$ cat src/rtl/contador_lote_garrafas_pkg.sv
// Shared constants for the bottle/dozen lot counter: default geometry, counting
// modes and an elaboration-time legality check for the parameter set.
package contador_lote_garrafas_pkg;

  localparam int DEF_BOTTLE_W          = 4;
  localparam int DEF_DOZEN_W           = 4;
  localparam int DEF_BOTTLES_PER_DOZEN = 12;
  localparam int DEF_MAX_DOZENS        = 10;

  localparam int MODE_WRAP = 0;
  localparam int MODE_SAT  = 1;

  // True when the bottle modulus and terminal dozen value fit their widths.
  function automatic bit params_ok(input int bottle_w, input int dozen_w,
                                   input int bottles_per_dozen, input int max_dozens,
                                   input int saturate);
    bit ok;
    ok = 1'b1;
    if (bottle_w < 1 || bottle_w > 30) ok = 1'b0;
    if (dozen_w < 1 || dozen_w > 30) ok = 1'b0;
    if (ok) begin
      if (bottles_per_dozen < 2 || bottles_per_dozen > (1 << bottle_w)) ok = 1'b0;
      if (max_dozens < 1 || max_dozens > ((1 << dozen_w) - 1)) ok = 1'b0;
    end
    if (saturate != MODE_WRAP && saturate != MODE_SAT) ok = 1'b0;
    return ok;
  endfunction

endpackage

$ cat src/rtl/contador_lote_garrafas_modulo.sv
// Generic modulo/terminal counter: counts 0..TERMINAL, then wraps (pulsing WRAP)
// or holds at TERMINAL when SAT_MODE is set.
module contador_modulo #(
  parameter int W = 4
) (
  input  logic         CLOCK,
  input  logic         RESET,
  input  logic         CLEAR,
  input  logic         ENABLE,
  input  logic [W-1:0] TERMINAL,
  input  logic         SAT_MODE,
  output logic [W-1:0] COUNT,
  output logic         TC,
  output logic         WRAP
);

  logic [W-1:0] count_q, count_d;
  logic         wrap_q, wrap_d;

  always_comb begin
    count_d = count_q;
    wrap_d  = 1'b0;
    if (CLEAR) begin
      count_d = '0;
    end else if (ENABLE) begin
      // Terminal compare rather than binary rollover keeps any modulus exact.
      if (count_q == TERMINAL) begin
        if (!SAT_MODE) begin
          count_d = '0;
          wrap_d  = 1'b1;
        end
      end else begin
        count_d = count_q + W'(1);
      end
    end
  end

  always_ff @(posedge CLOCK) begin
    if (RESET) begin
      count_q <= '0;
      wrap_q  <= 1'b0;
    end else begin
      count_q <= count_d;
      wrap_q  <= wrap_d;
    end
  end

  assign COUNT = count_q;
  assign TC    = (count_q == TERMINAL);
  assign WRAP  = wrap_q;

endmodule

$ cat src/rtl/contador_lote_garrafas.sv
// Two-stage bottle/dozen lot counter feeding the lot/box controller with a
// registered dozen tick, a FULL decode and a sticky overflow flag.
module contador_lote_garrafas
  import contador_lote_garrafas_pkg::*;
#(
  parameter int BOTTLE_W          = DEF_BOTTLE_W,
  parameter int DOZEN_W           = DEF_DOZEN_W,
  parameter int BOTTLES_PER_DOZEN = DEF_BOTTLES_PER_DOZEN,
  parameter int MAX_DOZENS        = DEF_MAX_DOZENS,
  parameter int SATURATE          = MODE_WRAP
) (
  input  logic                CLOCK,
  input  logic                RESET,
  input  logic                CLEAR,
  input  logic                ENABLE,
  output logic [BOTTLE_W-1:0] BOTTLES,
  output logic [DOZEN_W-1:0]  COUNT,
  output logic                DOZEN_TICK,
  output logic                FULL,
  output logic                OVERFLOW
);

  if (!params_ok(BOTTLE_W, DOZEN_W, BOTTLES_PER_DOZEN, MAX_DOZENS, SATURATE)) begin : g_bad_params
    $error("contador_lote_garrafas: illegal parameter combination");
  end

  localparam logic [BOTTLE_W-1:0] BOTTLE_TERM = BOTTLE_W'(BOTTLES_PER_DOZEN - 1);
  localparam logic [DOZEN_W-1:0]  DOZEN_TERM  = DOZEN_W'(MAX_DOZENS);
  localparam logic                SAT_MODE    = (SATURATE == MODE_SAT);

  logic [BOTTLE_W-1:0] bottle_count;
  logic [DOZEN_W-1:0]  dozen_count;
  logic                bottle_tc, bottle_wrap;
  logic                dozen_tc, dozen_wrap;
  logic                full;
  logic                bottle_en, dozen_en, ovf_evt;
  logic                tick_q, tick_d;
  logic                ovf_q, ovf_d;

  assign full = (dozen_count == DOZEN_TERM);

  // A saturated, full lot freezes the bottle stage so nothing more is counted.
  assign bottle_en = ENABLE && !(SAT_MODE && full);
  assign dozen_en  = bottle_en && bottle_tc;
  assign ovf_evt   = ENABLE && full && (SAT_MODE || bottle_tc);

  contador_modulo #(
    .W (BOTTLE_W)
  ) u_bottle_stage (
    .CLOCK    (CLOCK),
    .RESET    (RESET),
    .CLEAR    (CLEAR),
    .ENABLE   (bottle_en),
    .TERMINAL (BOTTLE_TERM),
    .SAT_MODE (1'b0),
    .COUNT    (bottle_count),
    .TC       (bottle_tc),
    .WRAP     (bottle_wrap)
  );

  contador_modulo #(
    .W (DOZEN_W)
  ) u_dozen_stage (
    .CLOCK    (CLOCK),
    .RESET    (RESET),
    .CLEAR    (CLEAR),
    .ENABLE   (dozen_en),
    .TERMINAL (DOZEN_TERM),
    .SAT_MODE (SAT_MODE),
    .COUNT    (dozen_count),
    .TC       (dozen_tc),
    .WRAP     (dozen_wrap)
  );

  always_comb begin
    tick_d = 1'b0;
    ovf_d  = ovf_q;
    if (CLEAR) begin
      ovf_d = 1'b0;
    end else begin
      tick_d = dozen_en;
      if (ovf_evt) ovf_d = 1'b1;
    end
  end

  always_ff @(posedge CLOCK) begin
    if (RESET) begin
      tick_q <= 1'b0;
      ovf_q  <= 1'b0;
    end else begin
      tick_q <= tick_d;
      ovf_q  <= ovf_d;
    end
  end

  // The bottle stage's own wrap pulse must coincide with the dozen tick, and a
  // dozen-stage wrap is always an overflow.
  a_tick_matches_wrap: assert property (@(posedge CLOCK) bottle_wrap == tick_q);
  a_wrap_sets_ovf:     assert property (@(posedge CLOCK) dozen_wrap |-> ovf_q);
  a_full_matches_tc:   assert property (@(posedge CLOCK) dozen_tc == full);

  assign BOTTLES    = bottle_count;
  assign COUNT      = dozen_count;
  assign DOZEN_TICK = tick_q;
  assign FULL       = full;
  assign OVERFLOW   = ovf_q;

endmodule
$ cat config.mk
export PLATFORM = sky130hd
export DESIGN_NAME = contador_lote_garrafas
export DESIGN_NICKNAME = d
export VERILOG_FILES = /design/src/rtl/contador_lote_garrafas_pkg.sv /design/src/rtl/contador_lote_garrafas_modulo.sv /design/src/rtl/contador_lote_garrafas.sv
export SDC_FILE = /design/constraint.sdc
export NUM_CORES = 1
export LEC_CHECK = 0
export CAP_MARGIN = 20
export CORE_AREA = 10 10 47 49
export CTS_CLUSTER_SIZE = 8
export DETAILED_ROUTE_END_ITERATION = 8
export DIE_AREA = 0 0 57 59
export DONT_BUFFER_PORTS = 1
export HOLD_SLACK_MARGIN = 0.12
export MAX_ROUTING_LAYER = met4
export PLACE_DENSITY = 0.71
export SYNTH_ARGS = -nofsm -noshare
export SYNTH_HDL_FRONTEND = slang
export SYNTH_HIERARCHICAL = 1
export SYNTH_SLANG_ARGS = --single-unit
$ cat constraint.sdc
create_clock -name CLOCK -period 5 [get_ports CLOCK]
set_input_delay 1 -clock CLOCK [delete_from_list [all_inputs] [get_ports CLOCK]]
set_output_delay 1 -clock CLOCK [all_outputs]
set_load 0.03 [all_outputs]
; Word-level counts from Yosys, hierarchy flattened
; Index checks and enable logic that the tools add are counted.
[classes]
eq_ne = 2
n_reduce_logical = 4
multipliers = 0
div_mod_pow = 0
bitwise_logic = 0
shift = 0
muxes = 2
addsub = 2
order_cmp = 0
[ops]
columns = operator, n
row1 = $add 4x1->4 const B, 2
row2 = $eq 4x4->1 const B, 2
row3 = $mux 4, 2
row4 = $logic_and 1x1->1, 3
row5 = $reduce_or 2->1, 1
[totals]
romBits = 0
latch_bits = 0
mem_count = 0
out_inout_bits = 11
regBits = 10
mem_bits_rw = 0
in_bits = 4
elab_cells = 14

; Longest topological paths before layout
; Gate-level depths: netlist (run 1).
[logic_depth]
ltp_word = 3
ltp_mapped = 7
ltp_nobuf = 7

; By module
; Netlist (run 1), hierarchy kept.
[modules_own_cells]
columns = mod, area_each_um2, instances, cells_per_inst, seq_area_each_um2
row1 = contador_modulo, 321.6, 2, 33, 100.1
row2 = contador_lote_garrafas, 92.6, 1, 10, 40.0

; Worst setup path after synthesis (run 1)
; OpenSTA, ideal clock, no wires.
[synth_path]
kind = reg-to-reg
from = reg u_bottle_stage.count_q[3] (netlist: u_bottle_stage/COUNT[3])
to = reg u_dozen_stage.count_q[2] (netlist: u_dozen_stage/COUNT[2])
required_ns = 4.922
path_stages_with_launch = 8
setup_time_ns = 0.078
arrival_ns = 2.080
setup_slack_ns = 2.842
path_buffers = 0
path_cell_list = dfxtp_1 > xor2_1 > nor4_4 > and2_1 > nand2_1 > xor2_1 > mux2_2 > nor3_1
[synth_between]
elab_chain_len = 2
[synth_rtl]
columns = item, line_no
row1 = "start, declared", contador_lote_garrafas_modulo.sv:17  ; logic [W-1:0] count_q, count_d;
row2 = "start signal, assigned", contador_lote_garrafas_modulo.sv:43  ; count_q <= count_d;
row3 = $eq 4x4->1, contador_lote_garrafas_modulo.sv:49  ; assign TC = (count_q == TERMINAL);
row4 = via bottle_tc, contador_lote_garrafas.sv:33  ; logic bottle_tc, bottle_wrap;
row5 = $logic_and 1x1->1, contador_lote_garrafas.sv:44  ; assign dozen_en = bottle_en && bottle_tc;
row6 = via dozen_en, contador_lote_garrafas.sv:36  ; logic bottle_en, dozen_en, ovf_evt;
row7 = "end signal, assigned", contador_lote_garrafas_modulo.sv:43
row8 = "end, declared", contador_lote_garrafas_modulo.sv:17
; The timed path passes the listed nets, and every way through them passes these cells.
; A chain may end at the register's enable or synchronous reset.

; Final worst setup path (run 1)
[layout_path]
from = reg u_dozen_stage.count_q[3] (netlist: u_dozen_stage/COUNT[3])
to = out FULL
[layout_between]
elab_chain_len = 1
[layout_rtl]
columns = item, line_no
row1 = $eq 4x4->1, n/a
row2 = "end, declared", contador_lote_garrafas.sv:19  ; output logic FULL,
; No other way between the ends.

==> flow_summary.toml, run 1 <==
[cts]
cts_buffers = 3
postCtsSetupBuffers = 0
h-tree-depth = 1
clock_sinks = 10
ctsRootBufferMaster = "clkbuf_4"
cts_resized = 0
clk_pin_slew_ns = 0.06
cts_tree = "yes"
clock_latency_ns = 0.27
ctsHoldBuffers = 0
cts_buffer_depth = 2

[hold_path]
hold_depth = 2
holdCritPathClass = "flop to flop"

[floorplan]
die_h_um = 59
num_rows = 14
core-area_sq_um = 1400
initial_utilization = 0.482
pin_count = 15
fp.dieW_um = 57
dieArea_sq_um = 3360

[detailed_routing]
wl_mm = 1.39
wl_per_cell_um = 13.1
viasPerCell = 5.16
drt_pass1_iterations = 2
num_vias = 547
ant_nets = 0
drc = 0
drtIter0Drc = 3

[power]
total_power_uw = 172
power_density_nw_per_um2 = 220
vdd_drop_max_mv = 0.0892
p_leak_nw = 0.316

[sta]
tightest_slew_ns = 0.520
period_needed_ns = 2.40
slew_headroom = 0.653
finalHoldViolCount = 0
fin_setup_tns_ns = 0
max_freq_ghz = 0.417
finalSetupViolations = 0
min_period_over_period = 0.479
drv_slew = 0
clock_skew_ns = 0.00753
rsz0062_at_grt = "no"

[worst_setup_path]
arrival_ns = 1.40
cp_cell_sequence = "and4bb_1"
critical_path_buf_inv_count = 0
setup.worst_path.class = "flop to primary output"
critPathSlowestCell = "dfxtp_1"
crit_family = "flip-flops"
startpoint_type = "flop"
worstPathMaxFanout = 6
slowest_delay_ns = 0.64
crit_required_ns = 4.00
path_depth = 1
reg2reg_depth = 7
end_kind = "primary output"

[outcome]
status = "completed"

[yosys]
syn_area_sq_um = 676
syn_inst = 72
yosys_warnings = 6
synth.avg_cell_area_sq_um = 9.38

[placement]
routabilityCongestion = 0.714
hpwl_mm = 1.11
port_buffers = 0

[final_layout]
fillerInstances = 134
drive_above_1_share = 0.133
area_delta_synth_final_pct = 16.1
n_antenna_cell = 0
final_nets = 97

[grt]
grt_max_degree = 10
grt_overflow = 0
antenna_found_initial = 0
grt_pass1_wl_mm = 2.39
grt_pass1_vias = 517
grt.total_usage = 0.0909

[flow_run]
max-cap-violations = 0
## stage by stage
stage                     area [sq um]  setup WS (ns)  hold WS [ns]  instances  utilization
after floorplan                    728           2.87         0.650         86            -
after global placement             748           2.67         0.672        102        0.534
after detailed placement           748           2.59         0.699        102        0.534
after CTS                          785           2.57         0.709        106        0.560
after global routing               785           2.38         0.739        106        0.560
final                              785           2.60         0.702        106        0.560
## metal layers
layer,GRT usage,vias to the layer above,part of all wire,wire (um)
met5,-,-,0,0
met4,0.0604,0,0.012,17
met3,0.0343,4,0.082,113
met2,0.152,14,0.51,709
met1,0.0862,240,0.39,546
li1,-,289,-,-
## sequential cells by signal (all words and copies together), names as in the netlist
register / count
u_bottle_stage/COUNT: 4
u_dozen_stage/COUNT: 4
DOZEN_TICK: 1
OVERFLOW: 1
## cell usage in the layout (no fill, tap or decap), drive strengths merged, types with 3 or more instances in the layout
| cell | count |
|---|---|
| o21ai | 4 |
| nand2 | 4 |
| clkbuf | 4 |
| conb | 16 |
| dfxtp | 10 |
| xor2 | 10 |
| nor2b | 4 |
| nor3 | 4 |
| nor2 | 3 |
## report_power, final
part	total, mW	switching [mW]	internal (mW)
Clock	0.0738	0.0296	0.0442
Combinational	0.0146	0.00923	0.00540
Sequential	0.0839	0.00340	0.0805
## tightest hold or removal path: cells and delay by family, from the launching register on
family | cells | cell delay (ns)
DFF | 1 | 0.46
and+or+nand+nor | 1 | 0.12
AOI/OAI and AO/OA | 1 | 0.07
## final timing paths
| check | endpoint | from | slack [ns] |
|---|---|---|---|
| setup / recovery | FULL | u_dozen_stage/COUNT[3] | 2.60 |
| hold / removal | u_bottle_stage/COUNT[3] | u_bottle_stage/COUNT[3] | 0.70 |
| setup reg to reg | u_dozen_stage/COUNT[2] | u_bottle_stage/COUNT[3] | 2.62 |
| hold reg to reg | u_bottle_stage/COUNT[3] | u_bottle_stage/COUNT[3] | 0.70 |
## area by class of cell
cell class,instances,area [sq um],area share
tap,16,20.0,0.0255
multi-input combinational,74,520,0.663
clock buffer,4,36.3,0.0463
sequential,10,200,0.255
inverter,2,7.51,0.00957
No activity file was read; power rests on OpenSTA's default activity.
==> inputs of run 2 (changes only) <==
==> constraint.sdc (replaced) <==
create_clock -name CLOCK -period 2.4 [get_ports CLOCK]
set_input_delay 0.48 -clock CLOCK [delete_from_list [all_inputs] [get_ports CLOCK]]
set_output_delay 0.48 -clock CLOCK [all_outputs]
set_load 0.03 [all_outputs]
==> flow_summary.toml, run 2 (synthesis gave the netlist of run 1 again) <==
[worst_setup_path]
end_kind = "flop"
critPathSlowestCell = "dfxtp_1"
crit_family = "simple AND/OR/NAND/NOR gates"
cp_cell_sequence = "xor2_1 > nor4_4 > and2_1 > nand2_1 > xor2_1 > mux2_2 > nor3_1"
setup.worst_path.class = "flop to flop"
crit_required_ns = 2.59
worstPathMaxFanout = 7
critical_path_buf_inv_count = 0
slowest_delay_ns = 0.62
arrival_ns = 2.12
startpoint_type = "flop"
crit_top_cell = "xor2_1"

[floorplan]
pin_count = 15
core-area_sq_um = 1400
die_h_um = 59
initial_utilization = 0.482
num_rows = 14
fp.dieW_um = 57
dieArea_sq_um = 3360

[final_layout]
final_nets = 105
n_antenna_cell = 0
drive_above_1_share = 0.196
fillerInstances = 133
final_common_cell = "conb_1"
area_delta_synth_final_pct = 23.0
final_cell_mix = "conb_1, dfxtp_1, xor2_1"

[placement]
dp_slack_ns = 0.469
routabilityCongestion = 0.772
port_buffers = 0
hpwl_mm = 1.22

[grt]
grt_pass1_wl_mm = 2.59
grt_overflow = 0
antenna_found_initial = 0
grt_pass1_vias = 576
grt.total_usage = 0.0982
grt_max_degree = 9

[sta]
drv_slew = 0
tightest_slew_ns = 0.512
clock_skew_ns = 0.00649
min_period_over_period = 0.806
slew_headroom = 0.658
period_needed_ns = 1.93
finalHoldViolCount = 0
hold_slack_ns = 0.270
finalSetupViolations = 0
rsz0062_at_grt = "no"
finalWorstSetupSlack_ns = 0.467
max_freq_ghz = 0.517
fin_setup_tns_ns = 0

[detailed_routing]
drtIter0Drc = 5
drc = 0
drt_pass1_iterations = 4
ant_nets = 0
wl_mm = 1.55
num_vias = 589
viasPerCell = 5.21
wl_per_cell_um = 13.7

[outcome]
status = "completed"

[cts]
h-tree-depth = 1
ctsHoldBuffers = 0
cts_tree = "yes"
postCtsSetupBuffers = 0
cts_buffers = 3
clk_pin_slew_ns = 0.06
clock_latency_ns = 0.27
clock_sinks = 10
cts_buffer_depth = 2
ctsRootBufferMaster = "clkbuf_4"
cts_resized = 0

[flow_run]
max-cap-violations = 0

[power]
vdd_drop_max_mv = 0.303
power_density_nw_per_um2 = 388
p_leak_nw = 0.353

[hold_path]
holdCritPathClass = "primary input to flop"
-- run 2: changes by cell type in the layout (fill, tap and decap cells not counted) --
cell and change:
clkbuf_8 -1, buf_4 +8
-- run 2: worst paths after layout --
check	start	endpoint	slack (ns)	depth (start not counted)
setup / recovery	u_bottle_stage/COUNT[0]	u_dozen_stage/COUNT[2]	0.47	7
hold reg to reg	u_bottle_stage/COUNT[3]	u_bottle_stage/COUNT[3]	0.68	3
hold / removal	CLEAR	u_dozen_stage/COUNT[1]	0.27	1
setup reg to reg	u_bottle_stage/COUNT[0]	u_dozen_stage/COUNT[2]	0.47	7
-- run 2: routing by layer --
metal / vias to the layer above / share of wire / GRT usage
met3: 6 / 0.069 / 0.0365
met5: - / 0 / -
met1: 270 / 0.44 / 0.103
li1: 298 / - / -
met2: 15 / 0.46 / 0.150
met4: 0 / 0.031 / 0.0671
-- run 2: cell type report --
cell class              count  area [sq um]  share of cell area
flip-flops and latches     10           200               0.241
multi-input cells          74           520               0.627
well taps                  16          20.0              0.0241
repair buffers              8          60.1              0.0723
clock buffers               3          22.5              0.0271
inverters                   2          7.51             0.00904
-- run 2: per-stage QoR --
step / cells / cell area (sq um) / util / total power [mW]
2_1_floorplan: 86 / 728 / - / 0.205
3_3_place_gp: 110 / 808 / 0.577 / 0.211
3_5_place_dp: 110 / 808 / 0.577 / 0.212
4_1_cts: 113 / 831 / 0.593 / 0.326
5_1_grt: 113 / 831 / 0.593 / 0.334
6_report: 113 / 831 / 0.593 / 0.322
-- run 2: where the power goes --
group | internal (mW) | total [mW] | switching [mW] | leakage, nW
clock network | 0.0579 | 0.114 | 0.0562 | 0.0138
registers | 0.168 | 0.173 | 0.00480 | 0.0807
logic | 0.0133 | 0.0357 | 0.0224 | 0.258
==> inputs of run 3 (changes only) <==
--- a/config.mk
+++ b/config.mk
@@ -5,6 +5,7 @@
 export SDC_FILE = /design/constraint.sdc
 export NUM_CORES = 1
 export LEC_CHECK = 0
+export ABC_AREA = 1
 export CAP_MARGIN = 20
 export CORE_AREA = 10 10 47 49
 export CTS_CLUSTER_SIZE = 8
@@ -13,7 +14,7 @@
 export DONT_BUFFER_PORTS = 1
 export HOLD_SLACK_MARGIN = 0.12
 export MAX_ROUTING_LAYER = met4
-export PLACE_DENSITY = 0.71
+export PLACE_DENSITY = 0.73
 export SYNTH_ARGS = -nofsm -noshare
 export SYNTH_HDL_FRONTEND = slang
 export SYNTH_HIERARCHICAL = 1
==> constraint.sdc (replaced) <==
create_clock -name CLOCK -period 1.9 [get_ports CLOCK]
set_input_delay 0.38 -clock CLOCK [delete_from_list [all_inputs] [get_ports CLOCK]]
set_output_delay 0.38 -clock CLOCK [all_outputs]
set_load 0.03 [all_outputs]
==> flow_summary.toml, run 3 <==
[sta]
max_freq_ghz = 0.612
finalWorstSetupSlack_ns = 0.266
finalHoldViolCount = 0
drv_slew = 0
period_needed_ns = 1.63
clock_skew_ns = 0.00483
fin_setup_tns_ns = 0
tightest_slew_ns = 0.512
rsz0062_at_grt = "no"
slew_headroom = 0.658
finalSetupViolations = 0
min_period_over_period = 0.860

[placement]
port_buffers = 0
routabilityCongestion = 0.885
dp_slack_ns = 0.301
hpwl_mm = 1.16

[cts]
h-tree-depth = 1
cts_buffer_depth = 2
postCtsSetupBuffers = 0
cts_resized = 0
cts_buffers = 3
clk_pin_slew_ns = 0.07
ctsHoldBuffers = 0
cts_tree = "yes"
clock_sinks = 10
ctsRootBufferMaster = "clkbuf_4"
clock_latency_ns = 0.27

[yosys]
syn_inst = 119
syn_area_sq_um = 713
synth.avg_cell_area_sq_um = 5.99
yosys_warnings = 6

[grt]
grt.total_usage = 0.0954
antenna_found_initial = 0
grt_pass1_wl_mm = 2.53
grt_max_degree = 8
grt_overflow = 0
grt_pass1_vias = 624

[power]
p_leak_nw = 0.484
vdd_drop_max_mv = 0.419
power_density_nw_per_um2 = 527
total_power_uw = 461

[outcome]
status = "completed"

[worst_setup_path]
reg2reg_from = "u_bottle_stage/COUNT[0]"
startpoint_type = "flop"
critical_path_buf_inv_count = 1
cp_cell_sequence = "inv_1 > nand2_1 > nor2_2"
reg2reg_depth = 13
worstPathMaxFanout = 7
slowest_delay_ns = 0.48
end_kind = "primary output"
crit_required_ns = 1.52
setup.worst_path.class = "flop to primary output"
critPathSlowestCell = "dfxtp_1"
crit_family = "flip-flops"
r2r_setup_slack_ns = 0.28
r2r-end = "u_dozen_stage/COUNT[2]"
arrival_ns = 1.25

[final_layout]
n_antenna_cell = 0
final_cell_mix = "nand2_1, inv_1, conb_1"
area_delta_synth_final_pct = 22.6
drive_above_1_share = 0.131
final_common_cell = "nand2_1"
final_nets = 152

[flow_run]
max-cap-violations = 0

[floorplan]
pin_count = 15
core-area_sq_um = 1400
dieArea_sq_um = 3360
initial_utilization = 0.509
die_h_um = 59
num_rows = 14
fp.dieW_um = 57

[detailed_routing]
num_vias = 682
ant_nets = 0
wl_mm = 1.47
drc = 0
viasPerCell = 4.24
drtIter0Drc = 21
wl_per_cell_um = 9.13
drt_pass1_iterations = 4

[hold_path]
hp-start = "ENABLE"
holdCritPathClass = "primary input to flop"
hold_depth = 2
hold_end = "DOZEN_TICK"
==> run 3: worst max path at each step <==
stage,start,endpoint,cells after the start
after global routing,u_bottle_stage/COUNT[0],u_dozen_stage/COUNT[2],13
after CTS,u_dozen_stage/COUNT[2],FULL,3
after detailed placement,u_bottle_stage/COUNT[0],u_dozen_stage/COUNT[0],13
final,u_dozen_stage/COUNT[2],FULL,3
after global placement,u_bottle_stage/COUNT[0],u_dozen_stage/COUNT[0],13
after floorplan,u_bottle_stage/COUNT[0],u_dozen_stage/COUNT[0],13
==> run 3: where the power goes <==
| part | internal [mW] | switching (mW) | total, mW |
|---|---|---|---|
| Sequential | 0.211 | 0.00167 | 0.213 |
| Combinational | 0.0165 | 0.0340 | 0.0505 |
| Clock | 0.116 | 0.0809 | 0.197 |
| Total | 0.344 | 0.117 | 0.461 |
==> run 3: cell type report <==
cell class	instances	area [sq um]
tap	16	20.0
multi-input combinational	97	468
fill	146	527
sequential	10	200
timing repair buffer	6	45.0
inverter	28	105
clock buffer	4	36.3
==> run 3: per-stage QoR <==
stage | utilization | cell area, sq um | hold slack [ns] | instances
2_1_floorplan | - | 773 | 0.524 | 135
3_3_place_gp | 0.598 | 838 | 0.523 | 157
3_5_place_dp | 0.598 | 838 | 0.527 | 157
4_1_cts | 0.624 | 875 | 0.244 | 161
5_1_grt | 0.624 | 875 | 0.255 | 161
6_report | 0.624 | 875 | 0.252 | 161
==> run 3: worst register-to-register path: cells and delay by family, from the launching register on <==
family	cells	cell delay [ns]
DFF	1	0.33
buffers and inverters	5	0.47
and+or+nand+nor	7	0.63
AOI/OAI and AO/OA	1	0.09
==> run 3: metal layers <==
metal	global-route usage	part of all wire
met3	0.0386	0.074
met4	0.0403	0.0054
met1	0.115	0.48
met2	0.136	0.44
met5	-	0
